File: src/rtl/mat_pkg.sv
// Shared definitions for the matrix-result streaming path: default sizes and
// the streamer FSM state encoding.
package mat_pkg;

  localparam int MATSIZE_DEFAULT = 16;
  localparam int DATA_W_DEFAULT  = 32;

  typedef enum logic [1:0] {
    IDLE   = 2'd0,
    STREAM = 2'd1,
    DRAIN  = 2'd2
  } state_t;

endpackage

File: src/rtl/stream_fifo.sv
// Small power-of-two FIFO with a registered head word; the head is presented
// directly as the AXI-Stream data of the streamer.
module stream_fifo #(
  parameter  int DEPTH = 4,
  parameter  int WIDTH = 32,
  localparam int AW    = $clog2(DEPTH),
  localparam int CW    = AW + 1
) (
  input  logic             clk,
  input  logic             rstn,
  input  logic             push_i,
  input  logic [WIDTH-1:0] data_i,
  input  logic             pop_i,
  output logic [WIDTH-1:0] data_o,
  output logic             full_o,
  output logic             empty_o,
  output logic [CW-1:0]    count_o
);

  logic [WIDTH-1:0] mem_q [DEPTH];
  logic [AW-1:0]    wr_ptr_q;
  logic [AW-1:0]    rd_ptr_q;
  logic [CW-1:0]    count_q;
  logic             do_push;
  logic             do_pop;

  assign full_o  = (count_q == CW'(DEPTH));
  assign empty_o = (count_q == '0);
  assign count_o = count_q;
  assign data_o  = mem_q[rd_ptr_q];
  assign do_push = push_i & ~full_o;
  assign do_pop  = pop_i & ~empty_o;

  // NOTE: the storage is reset too, so the exposed head word is a known 0
  // out of reset; this is only reasonable because the array is a few words deep.
  always_ff @(posedge clk or negedge rstn) begin
    if (!rstn) begin
      for (int i = 0; i < DEPTH; i++) mem_q[i] <= '0;
      wr_ptr_q <= '0;
      rd_ptr_q <= '0;
      count_q  <= '0;
    end else begin
      if (do_push) begin
        mem_q[wr_ptr_q] <= data_i;
        wr_ptr_q        <= wr_ptr_q + AW'(1);
      end
      if (do_pop) rd_ptr_q <= rd_ptr_q + AW'(1);
      case ({do_push, do_pop})
        2'b10:   count_q <= count_q + CW'(1);
        2'b01:   count_q <= count_q - CW'(1);
        default: count_q <= count_q;
      endcase
    end
  end

endmodule

File: src/rtl/mat_result_streamer.sv
// Reads a finished result frame out of the result BRAM in address order and
// streams it as AXI-Stream beats, with credit-based read issue into a FIFO.
module mat_result_streamer
  import mat_pkg::*;
#(
  parameter  int MATSIZE    = MATSIZE_DEFAULT,
  parameter  int DATA_W     = DATA_W_DEFAULT,
  parameter  int RD_LAT     = 1,
  parameter  int FIFO_DEPTH = 4,
  localparam int FRAME_LEN  = MATSIZE * MATSIZE,
  localparam int ADDR_W     = $clog2(FRAME_LEN)
) (
  input  logic              clk,
  input  logic              rstn,
  input  logic              start,
  output logic              busy,
  output logic              done,
  output logic              start_err,
  output logic              rd_en,
  output logic [ADDR_W-1:0] rd_addr,
  input  logic [DATA_W-1:0] rd_data,
  output logic [DATA_W-1:0] m_tdata,
  output logic              m_tvalid,
  input  logic              m_tready,
  output logic              m_tlast
);

  localparam int                CNT_W    = $clog2(FIFO_DEPTH) + 1;
  localparam logic [ADDR_W-1:0] LAST_IDX = ADDR_W'(FRAME_LEN - 1);

  state_t            state_q, state_d;
  logic [ADDR_W-1:0] addr_q, addr_d;
  logic [ADDR_W-1:0] beat_q, beat_d;
  logic              err_q, err_d;
  logic              done_q, done_d;
  logic [RD_LAT-1:0] vld_q, vld_d;
  logic [CNT_W-1:0]  inflight;
  logic [CNT_W:0]    occupancy;
  logic [CNT_W-1:0]  fifo_count;
  logic              fifo_full;
  logic              fifo_empty;
  logic              credit_ok;
  logic              handshake;

  stream_fifo #(
    .DEPTH (FIFO_DEPTH),
    .WIDTH (DATA_W)
  ) u_fifo (
    .clk     (clk),
    .rstn    (rstn),
    .push_i  (vld_q[RD_LAT-1]),
    .data_i  (rd_data),
    .pop_i   (handshake),
    .data_o  (m_tdata),
    .full_o  (fifo_full),
    .empty_o (fifo_empty),
    .count_o (fifo_count)
  );

  assign m_tvalid  = ~fifo_empty;
  assign m_tlast   = m_tvalid & (beat_q == LAST_IDX);
  assign handshake = m_tvalid & m_tready;
  assign busy      = (state_q != IDLE);
  assign done      = done_q;
  assign start_err = err_q;
  assign rd_addr   = addr_q;

  // Reads still travelling through the BRAM pipeline already own a FIFO slot.
  always_comb begin
    inflight = '0;
    for (int i = 0; i < RD_LAT; i++) inflight = inflight + CNT_W'(vld_q[i]);
    occupancy = {1'b0, fifo_count} + {1'b0, inflight};
    credit_ok = (occupancy < (CNT_W + 1)'(FIFO_DEPTH)) & ~fifo_full;
  end

  // NOTE: every output of this block gets a default before the case, so no
  // path leaves a signal unassigned and no latch is inferred.
  always_comb begin
    state_d = state_q;
    addr_d  = addr_q;
    beat_d  = beat_q;
    err_d   = err_q;
    done_d  = 1'b0;
    rd_en   = 1'b0;

    if (handshake) beat_d = (beat_q == LAST_IDX) ? '0 : beat_q + ADDR_W'(1);
    if (start && (state_q != IDLE)) err_d = 1'b1;

    case (state_q)
      IDLE: begin
        if (start) begin
          state_d = STREAM;
          addr_d  = '0;
          beat_d  = '0;
        end
      end
      STREAM: begin
        if (credit_ok) begin
          rd_en  = 1'b1;
          addr_d = (addr_q == LAST_IDX) ? '0 : addr_q + ADDR_W'(1);
          if (addr_q == LAST_IDX) state_d = DRAIN;
        end
      end
      DRAIN: begin
        if (handshake && m_tlast) begin
          state_d = IDLE;
          done_d  = 1'b1;
        end
      end
      default: state_d = IDLE;
    endcase

    vld_d[0] = rd_en;
    for (int i = 1; i < RD_LAT; i++) vld_d[i] = vld_q[i-1];
  end

  // NOTE: state registers use non-blocking assignments so every flop samples
  // the pre-edge value of its neighbours, independent of statement order.
  always_ff @(posedge clk or negedge rstn) begin
    if (!rstn) begin
      state_q <= IDLE;
      addr_q  <= '0;
      beat_q  <= '0;
      err_q   <= 1'b0;
      done_q  <= 1'b0;
      vld_q   <= '0;
    end else begin
      state_q <= state_d;
      addr_q  <= addr_d;
      beat_q  <= beat_d;
      err_q   <= err_d;
      done_q  <= done_d;
      vld_q   <= vld_d;
    end
  end

endmodule
File: config.mk
export PLATFORM = sky130hd
export DESIGN_NAME = mat_result_streamer
export DESIGN_NICKNAME = d
export VERILOG_FILES = /design/src/rtl/mat_pkg.sv /design/src/rtl/stream_fifo.sv /design/src/rtl/mat_result_streamer.sv
export SDC_FILE = /design/constraint.sdc
export NUM_CORES = 1
export LEC_CHECK = 0
export ABC_CLOCK_PERIOD_IN_PS = 2000
export CORE_MARGIN = 1.5
export CORE_UTILIZATION = 50
export DETAILED_ROUTE_END_ITERATION = 10
export MAX_ROUTING_LAYER = met4
export PLACE_DENSITY = 0.75
export SLEW_MARGIN = 10
export SYNTH_ARGS = -nofsm -noshare
export SYNTH_HDL_FRONTEND = slang
export SYNTH_SLANG_ARGS = --single-unit
export TNS_END_PERCENT = 5
File: constraint.sdc
create_clock -name clk -period 2 [get_ports clk]
set_input_delay 0.3 -clock clk [delete_from_list [all_inputs] [get_ports clk]]
set_output_delay 0.3 -clock clk [all_outputs]
set_load 0.02 [all_outputs]
==> impl_metrics.tcl <==
set metrics [dict create \
    status "finished with violations" \
    violations "setup timing" \
    num_antenna_cells 0 \
    muxShareOfSynthArea_pct 31.4 \
    dieArea_um2 14600 \
    layout_common_cells "dfrtp_1 (153), mux2_2 (117), clkdlybuf4s50_1 (44), mux4_2 (32), buf_2 (25)" \
    drc 0 \
    rsz0062_at_grt "yes" \
    cts.sinks 156 \
    numCtsBuffers 17 \
    place_ws_ps -23.2 \
    drt-vias-per-instance 5.51 \
    fin_crit_ps 2060 \
    power.density_nw_per_um2 1800 \
    vias 4135 \
    regToRegSetupSlack_ps 140 \
    port_buffers 81 \
    grt_pass1_vias 4715 \
    path_depth 3 \
    start_util_pct 51.6 \
    slowest_stage "mux4_2" \
    grtUsageTotal_pct 21.9 \
    synth_top_family_by_area "multiplexers" \
    synth_ff_type "dfrtp_1" \
    register_area_um2 3910 \
    antenna_found_initial 0 \
    syn_area_um2 6920 \
    crit_end "m_tdata[17]" \
    crit_path_cell_trace "buf_12, mux4_2, buf_2" \
    globalRouteOverflowTotal 0 \
    synthCells 456 \
    die_w_um 121 \
    path_buf_inv 2 \
    worstSetupStartpoint "u_fifo.rd_ptr_q[0]$_DFFE_PN0P_" \
    r2r_end "u_fifo.count_o[2]$_DFFE_PN0P_" \
    crit_type "flip-flop to output port" \
    rows 42 \
    fin_skew_ps 6.87 \
    setup.worst_path.end_class "output port" \
    fillers 995 \
    max_freq_mhz 486 \
    cp_top_family "multiplexers" \
    ir_worst_vdd_v 0.000828 \
    drt_pass1_iterations 4 \
    synth_cell_types 37 \
    place.gp.congestion 0.836 \
    grt_pass1_wl_um 23800 \
    hold_slack_ps 358 \
    yosys.area_share.xor_xnor_pct 1.77 \
    cts_root_buffer "clkbuf_16" \
    clkLatencyLatePin_ps 420 \
    ant_nets 0 \
    wl_um 14100 \
    core_um2 13400 \
    synth_edf_count 0 \
    dp_hpwl_um 9230 \
    area_growth_pct 24.3 \
    power_leakage_nw 3.67 \
    cp.required_ps 1700 \
    yosys.area.top_type "dfrtp_1" \
    yosys.area_share.simple_pct 4.28 \
    synth.ff_latch_count 156 \
    cp_max_fo 15 \
    final_common_cell "dfrtp_1" \
    clk_pin_slew_ps 60 \
    hold_violations 0 \
    drtIter0Drc 190 \
    slew_headroom_pct 73.6 \
    fin_nets 606 \
    rr_startpoint "u_fifo.count_o[1]$_DFFE_PN0P_" \
    clk_path_buf_depth 2 \
    wl_per_cell_um 18.8 \
    cap_violations 0 \
    cts_max_level 4 \
    cpPeakStageDelay_ps 530 \
    grt_max_degree 50 \
    ys_top_cells_by_area "dfrtp_1 (56%), mux2_2 (19%), mux4_2 (10%)" \
    synthAdderAreaFrac_pct 1.55 \
    synth_area_per_cell_um2 15.2 \
    post_route_cells_drive_above_1_share_pct 44.7 \
    synth_compound_area_share_pct 2.35 \
    reg2reg_depth 9 \
    timing.final.crit_share_pct 103 \
    finalSetupViolCount 26 \
    drv_slew 0 \
    io_pins 82 \
    synth_seq_area_share_pct 56.4 \
    cts_tree "built" \
    yosysWarnings 0 \
    synthArstFlopShare_pct 100 \
    worst_slack_ps -56.4 \
    die_h_um 121 \
    tightest_slew_ps 393 \
    worstPathArrival_ps 1760 \
    multi_input_comb_area_um2 2880 \
    hold_path_class "input port to async pin" \
    synth_top_area_share_pct 56.4 \
    startpoint_type "flip-flop" \
    synth_nets 500 \
]
## cell families after synthesis
logic type	after synthesis
AOI/OAI and AO/OA	23
xor gates and xnor gates	14
adders and majority gates	8
buffers and inverters	34
DFF	156
muxes	161
and+or+nand+nor	60
## repair_timing
| item | 4_1_cts | 5_1_grt |
|---|---|---|
| hold endpoints to repair | 36 | 0 |
| hold buffers | 1 | 0 |
| pin swaps | 0 | 0 |
| setup buffers | 0 | 0 |
| gates resized for setup | 117 | 24 |
| endpoints found under the setup margin | 36 | 35 |
## area by class of cell
class	count	area share (%)
timing repair buffer	109	11.4
sequential	156	45.4
clock buffer	19	5.15
clock inverter	13	1.44
tap	176	2.56
inverter	12	0.553
multi-input combinational	266	33.5
## metrics by stage
step	std cells	power (W)	instance area, um2	setup TNS [ps]	utilization (%)
2_1_floorplan	456	0.0102	6920	0	-
4_1_cts	751	0.0156	8620	-2450	64.3
3_5_place_dp	718	0.0131	8170	-23.2	61.0
6_report	751	0.0155	8600	-605	64.2
5_1_grt	751	0.0164	8600	-2090	64.2
3_3_place_gp	718	0.0128	8170	0	61.0
## how the worst min path moves through the flow
| stage | startpoint | end | slack, ps | cells after the start |
|---|---|---|---|---|
| 5_1_grt | rstn | u_fifo.mem_q[50]$_DFFE_PN0P_ | 390 | 2 |
| 3_3_place_gp | rstn | u_fifo.mem_q[82]$_DFFE_PN0P_ | 230 | 1 |
| 6_report | rstn | u_fifo.mem_q[82]$_DFFE_PN0P_ | 360 | 2 |
| 2_1_floorplan | rstn | beat_q[0]$_DFF_PN0_ | 4 | 0 |
| 4_1_cts | rstn | u_fifo.mem_q[82]$_DFFE_PN0P_ | 360 | 2 |
| 3_5_place_dp | rstn | u_fifo.mem_q[82]$_DFFE_PN0P_ | 240 | 1 |
## layer usage
layer	GRT usage, %	vias to the layer above	part of all wire [%]
li1	-	1880	-
met4	8.90	0	1.8
met3	4.01	18	2.8
met5	-	-	0
met2	35.4	82	51
met1	27.7	2155	44
## synth_stat cells (all sizes together) (2+ instances only)
cell type  number
a21o            2
a21oi           5
and3            2
and4            2
buf            17
clkbuf          5
dfrtp         156
ha              7
inv            12
mux2          128
mux4           32
nand2          18
nand3           7
nand4           3
nor2           13
nor3            3
nor4            2
o21ai           8
o31ai           3
or3             4
or4             3
xnor2          10
xor2            4
## sequential cells by signal (all words and copies together) (netlist names)
signal and flops:
start_err 1, vld_q 1, beat_q 8, state_q 2, u_fifo.count_o 3, done 1, u_fifo.wr_ptr_q 2, u_fifo.rd_ptr_q 2
u_fifo.mem_q 128, rd_addr 8
## where the power goes
| part | switching [W] | internal, W |
|---|---|---|
| combinational | 0.00314 | 0.00366 |
| clock | 0.00126 | 0.00185 |
| sequential | 0.000875 | 0.00470 |
Power figures use the tool's default switching activity.
